**config.mk**
```make
export PLATFORM = sky130hd
export DESIGN_NAME = lag_pl_status
export DESIGN_NICKNAME = d
export VERILOG_FILES = /design/src/rtl/lag_pl_status.sv
export SDC_FILE = /design/constraint.sdc
export NUM_CORES = 1
export LEC_CHECK = 0
export CAP_MARGIN = 20
export CORE_MARGIN = 1
export CORE_UTILIZATION = 56
export DETAILED_ROUTE_END_ITERATION = 16
export PLACE_DENSITY = 0.87
export SLEW_MARGIN = 20
export SYNTH_ARGS = -nofsm -noshare
export SYNTH_HDL_FRONTEND = slang
export SYNTH_SLANG_ARGS = --single-unit
```
**constraint.sdc**
```tcl
create_clock -name clk -period 3.8 [get_ports clk]
set_input_delay 0.76 -clock clk [delete_from_list [all_inputs] [get_ports clk]]
set_output_delay 0.76 -clock clk [all_outputs]
set_load 0.02 [all_outputs]
```
**src/rtl/lag_pl_status.sv**
```systemverilog
// lag_pl_status: output-port lane-status tracker for physical-lane allocation.
// Each output port owns nv lanes. Every lane runs an IDLE/BUSY/DRAIN ownership
// FSM and keeps a downstream credit counter. The allocator gets back per-lane
// free/credit status and a one-cycle per-port "allocation accepted" pulse.
// Protocol violations are ignored but recorded in a sticky err flag.
// Optional feature macro: LAG_PL_EARLY_RELEASE_EN. When it is defined, a lane
// returns to IDLE on its tail flit without waiting for outstanding credits.
module lag_pl_status #(
  parameter int np      = 5,
  parameter int nv      = 4,
  parameter int buf_len = 4,
  localparam int cw     = $clog2(buf_len + 1)
) (
  input  logic                            clk,
  input  logic                            rst_n,
  input  logic [np-1:0][nv-1:0]           alloc,
  input  logic [np-1:0][nv-1:0]           flit_sent,
  input  logic [np-1:0][nv-1:0]           flit_tail,
  input  logic [np-1:0][nv-1:0]           credit_in,
  output logic [np-1:0][nv-1:0]           pl_free,
  output logic [np-1:0][nv-1:0]           pl_credit,
  output logic [np-1:0]                   pl_allocated,
  output logic [np-1:0][nv-1:0][cw-1:0]   credit_cnt,
  output logic                            err
);

  typedef enum logic [1:0] {
    IDLE  = 2'd0,
    BUSY  = 2'd1,
    DRAIN = 2'd2
  } lane_state_t;

  // The state a lane enters when its tail flit departs.
`ifdef LAG_PL_EARLY_RELEASE_EN
  localparam lane_state_t TAIL_NEXT = IDLE;
`else
  localparam lane_state_t TAIL_NEXT = DRAIN;
`endif

  localparam logic [cw-1:0] FULL = cw'(buf_len);

  lane_state_t             state   [np][nv];
  logic        [cw-1:0]    cnt     [np][nv];
  logic        [cw-1:0]    cnt_nxt [np][nv];

  logic [np-1:0]           multi;
  logic [np-1:0]           alloc_hit;
  logic [np-1:0][nv-1:0]   alloc_ok;
  logic [np-1:0][nv-1:0]   sent_ok;
  logic                    err_ev;

  // Qualify incoming events against current lane state, detect violations and
  // compute each lane's next credit count.
  always_comb begin
    err_ev    = 1'b0;
    alloc_hit = '0;
    multi     = '0;
    alloc_ok  = '0;
    sent_ok   = '0;
    for (int op = 0; op < np; op++) begin
      // A port presenting several grants at once is rejected as a whole.
      multi[op] = ($countones(alloc[op]) > 1);
      if (multi[op]) err_ev = 1'b1;
      for (int l = 0; l < nv; l++) begin
        cnt_nxt[op][l]  = cnt[op][l];
        alloc_ok[op][l] = alloc[op][l] & ~multi[op];
        if (alloc_ok[op][l]) begin
          if (state[op][l] == IDLE) alloc_hit[op] = 1'b1;
          else                      err_ev        = 1'b1;
        end
        // Only a lane that currently carries a packet may forward flits.
        sent_ok[op][l] = flit_sent[op][l] & (state[op][l] == BUSY);
        if (flit_sent[op][l] && (state[op][l] != BUSY)) err_ev = 1'b1;
        if (sent_ok[op][l] && !credit_in[op][l]) begin
          if (cnt[op][l] == '0) err_ev = 1'b1;
          else                  cnt_nxt[op][l] = cnt[op][l] - cw'(1);
        end else if (credit_in[op][l] && !sent_ok[op][l]) begin
          if (cnt[op][l] == FULL) err_ev = 1'b1;
          else                    cnt_nxt[op][l] = cnt[op][l] + cw'(1);
        end
      end
    end
  end

  // Lane FSMs, credit counters, the accepted-allocation pulse and sticky err.
  always_ff @(posedge clk or negedge rst_n) begin
    if (!rst_n) begin
      for (int op = 0; op < np; op++) begin
        for (int l = 0; l < nv; l++) begin
          state[op][l] <= IDLE;
          cnt[op][l]   <= FULL;
        end
      end
      pl_allocated <= '0;
      err          <= 1'b0;
    end else begin
      pl_allocated <= alloc_hit;
      err          <= err | err_ev;
      for (int op = 0; op < np; op++) begin
        for (int l = 0; l < nv; l++) begin
          cnt[op][l] <= cnt_nxt[op][l];
          case (state[op][l])
            IDLE:    if (alloc_ok[op][l]) state[op][l] <= BUSY;
            BUSY:    if (sent_ok[op][l] && flit_tail[op][l]) state[op][l] <= TAIL_NEXT;
            // Released only once every credit has come home, counting any
            // credit that arrives this very cycle.
            DRAIN:   if (cnt_nxt[op][l] == FULL) state[op][l] <= IDLE;
            default: state[op][l] <= IDLE;
          endcase
        end
      end
    end
  end

  // Status outputs decoded purely from registered state.
  always_comb begin
    for (int op = 0; op < np; op++) begin
      for (int l = 0; l < nv; l++) begin
        pl_free[op][l]    = (state[op][l] == IDLE);
        pl_credit[op][l]  = (cnt[op][l] != '0);
        credit_cnt[op][l] = cnt[op][l];
      end
    end
  end

endmodule

```
==> flow_summary_export.csv <==
group,metric,value,unit
place,gp_congestion,0.9187,
route,wl_per_cell,17.67,um
route,drt_iter0_drc,969,
timing,hold_violations,0,
worst_setup_path,crit_buf_inv,2,
clocking,clock-sinks,106,
die,fp.coreArea,14750,sq um
pwr,p_sw_frac,0.4764,
timing,drv_slew,0,
die,die-area,15840,sq um
clocking,cts.clk_slew.worst_paths,0.07,ns
worst_setup_path,critical_path_class,"in2reg",
pwr,leakagePower,4.473,nW
grt,grt.total_usage,0.3118,
final_layout,final_nets,1328,
timing,skew,0.009047,ns
die,chipHeight,125.9,um
logic_synthesis,synth_area_per_cell,8.447,sq um
worst_setup_path,cp-end-kind,"register",
timing,tightest_slew,0.7179,ns
route,dr.pass1.iters,5,
clocking,hold_buffers,0,
die,num_rows,44,
place,dp_hpwl,18570,um
logic_synthesis,ys_top_cells_by_area,"dfrtp_1 (25%), ha_1 (8.7%), dfstp_2 (6.1%)",
logic_synthesis,synth_top_area_frac,0.2505,
worst_setup_path,cp.arrival,3.13,ns
timing,slew_headroom,0.5163,
place,dpl-instance-area,10570,sq um
timing,postLayoutSetupSlackWorst,0.9022,ns
route,vias,8560,
clocking,cts_root_buf,"clkbuf_16",
place,numPortBuffers,187,
route,drt_wl_total,24250,um
worst_setup_path,rrSetupSlack,1.56,ns
worst_setup_path,path_cells,"clkdlybuf4s50_1 > inv_1 > fa_1 > o21ai_0 > a21oi_1 > a2111oi_0 > and3_1 > nand4_1",
run_status,status,"finished clean",
route,avgViaCountPerCell,6.239,
grt,grt_pass1_wl,39780,um
grt,grt_max_degree,60,
pwr,seqPwrFrac,0.276,
pwr,power_switching,4.531,mW
timing,setup-tns-final,0,ns
final_layout,fin_area,10850,sq um
logic_synthesis,synth_area,8591,sq um
grt,grt_remaining_overflow,0,
worst_setup_path,crit_end,"err",
grt,grt_antenna_before_repair,1,
worst_setup_path,cp_max_fo,6,
timing,layout_min_cycle_time,2.898,ns
die,die_width,125.9,um
logic_synthesis,synth_cells,1017,
clocking,cts.path.max_buffers,2,
logic_synthesis,ys_seq_elements,106,
final_layout,syn_to_final_growth,26.35,%
pwr,p_clk_frac,0.097,
logic_synthesis,synthTopCellsByCount,"nand2_1 (92), dfrtp_1 (86), inv_1 (76)",
worst_hold_path,min_path_type,"in2async",
logic_synthesis,synth.largest_area_cell,"dfrtp_1",
job,max-cap-violations,0,
route,ant_nets,0,
clocking,clk_latency,0.36,ns
logic_synthesis,synth-edff-count,0,
clocking,h-tree-depth,3,
logic_synthesis,async_reset_ff_frac,1.000,
worst_setup_path,r2r-start,"credit_cnt[49]",
clocking,cts_resized,0,
timing,whs,0.4058,ns
clocking,tritoncts,"built",
timing,post-route-period-util,0.7626,
timing,max_clock_freq,345.1,MHz
timing,rsz0062_at_grt,"no",
logic_synthesis,ys_seq_area_frac,0.3117,
logic_synthesis,yosys_warnings,0,
pwr,power_frac_comb,0.626,
place,pre_cts_ws,0.5321,ns
die,io_pins,188,
worst_setup_path,max_stage_delay,0.56,ns
grt,grt_pass1_vias,8036,
worst_setup_path,timing.rr.end,"state[7]",
logic_synthesis,synth.distinct_cells,78,
worst_setup_path,start_kind,"input port",
worst_setup_path,worstPathRequired,4.03,ns
logic_synthesis,syn-num-nets,1164,
logic_synthesis,synthFlopType,"dfrtp_1",
timing,finalSetupViolCount,0,
pwr,p_int,4.980,mW
die,start_util,0.5823,
worst_setup_path,worst-r2r-cell-count,8,
worst_setup_path,crit_family,"compound AO/OA/AOI/OAI gates",
worst_setup_path,critPathSlowestCell,"o21ai_0",
pwr,peakVddDrop,0.4990,mV
pwr,p_per_area,876.2,nW/um^2
clocking,cts_made_buffers,9,
route,drc,0,
worst_setup_path,path_depth,8,
worst_setup_path,crit_start,"alloc[8]",
logic_synthesis,yosysMostFrequentCell,"nand2_1",
clocking,cts_setup_buffers,0,
final_layout,layout-drive-gt1-share,0.04637,
[layout make-up]
cell class | count | area (sq um)
Multi-Input combinational cell | 799 | 5477
Timing Repair Buffer | 189 | 1897
Fill cell | 1181 | 3900
Tap cell | 184 | 230.2
Sequential cell | 106 | 2678
Antenna cell | 2 | 5.005
Clock buffer | 12 | 256.5
Inverter | 76 | 285.3
Clock inverter | 4 | 26.28
[routing by layer]
metal | share of wire | up-vias | track usage
met4 | 0.039 | 0 | 0.1460
met2 | 0.46 | 304 | 0.4938
met5 | 0 | - | 0
met3 | 0.062 | 60 | 0.04630
li1 | - | 4090 | -
met1 | 0.44 | 4106 | 0.4223
[cell usage in the layout, fill, tap and decap left out, types with 15 or more instances in the layout]
| cell | count |
|---|---|
| nand2b_1 | 60 |
| nand4b_1 | 15 |
| o22ai_1 | 19 |
| clkdlybuf4s50_1 | 186 |
| a311oi_1 | 30 |
| a31oi_1 | 27 |
| a21oi_1 | 56 |
| a22oi_1 | 16 |
| dfrtp_1 | 86 |
| nand3b_1 | 22 |
| and3_1 | 16 |
| xnor2_1 | 30 |
| nand3_1 | 28 |
| inv_1 | 76 |
| o21ai_0 | 57 |
| ha_1 | 60 |
| nor2_1 | 59 |
| nand2_1 | 92 |
| nor3b_1 | 22 |
| nor3_1 | 34 |
| dfstp_2 | 20 |
[through the flow]
step           power (mW)  instances    util
2_1_floorplan       6.337       1017       -
3_3_place_gp        8.329       1354  0.7162
3_5_place_dp        8.493       1354  0.7162
4_1_cts             9.454       1370  0.7353
5_1_grt             10.22       1371  0.7355
6_report            9.511       1372  0.7357
[power groups by stage]
stage / registers (mW) / logic, mW / clock network [mW]
after floorplan: 2.77 / 3.57 / 0
after global placement: 2.58 / 5.75 / 0
after detailed placement: 2.62 / 5.88 / 0
after CTS: 2.60 / 5.92 / 0.936
after global routing: 2.74 / 6.51 / 0.973
final: 2.63 / 5.96 / 0.925
[cell families after synthesis]
family | after synthesis | share of synthesized area
buffers and inverters | 112 | 0.05083
DFF | 106 | 0.3117
muxes | 7 | 0.008156
AOI/OAI and AO/OA | 278 | 0.2169
xor gates and xnor gates | 32 | 0.03262
adders and majority gates | 65 | 0.09904
and+or+nand+nor | 417 | 0.2808
[sequential cells by signal (all words and copies together), names as in the netlist]
register / cells
credit_cnt: 60
err: 1
pl_allocated: 5
state: 40
[worst min-delay path by stage]
| stage | to | slack, ns | startpoint | cells past startpoint |
|---|---|---|---|---|
| floorplan | state[0] | 0.45 | state[1] | 1 |
| global route | credit_cnt[30] | 0.46 | rst_n | 1 |
| global placement | state[30] | 0.47 | state[31] | 1 |
| finish | credit_cnt[30] | 0.41 | rst_n | 1 |
| CTS | credit_cnt[30] | 0.43 | rst_n | 1 |
| detailed placement | state[6] | 0.48 | state[7] | 1 |
No activity file was read; power rests on OpenSTA's default activity.
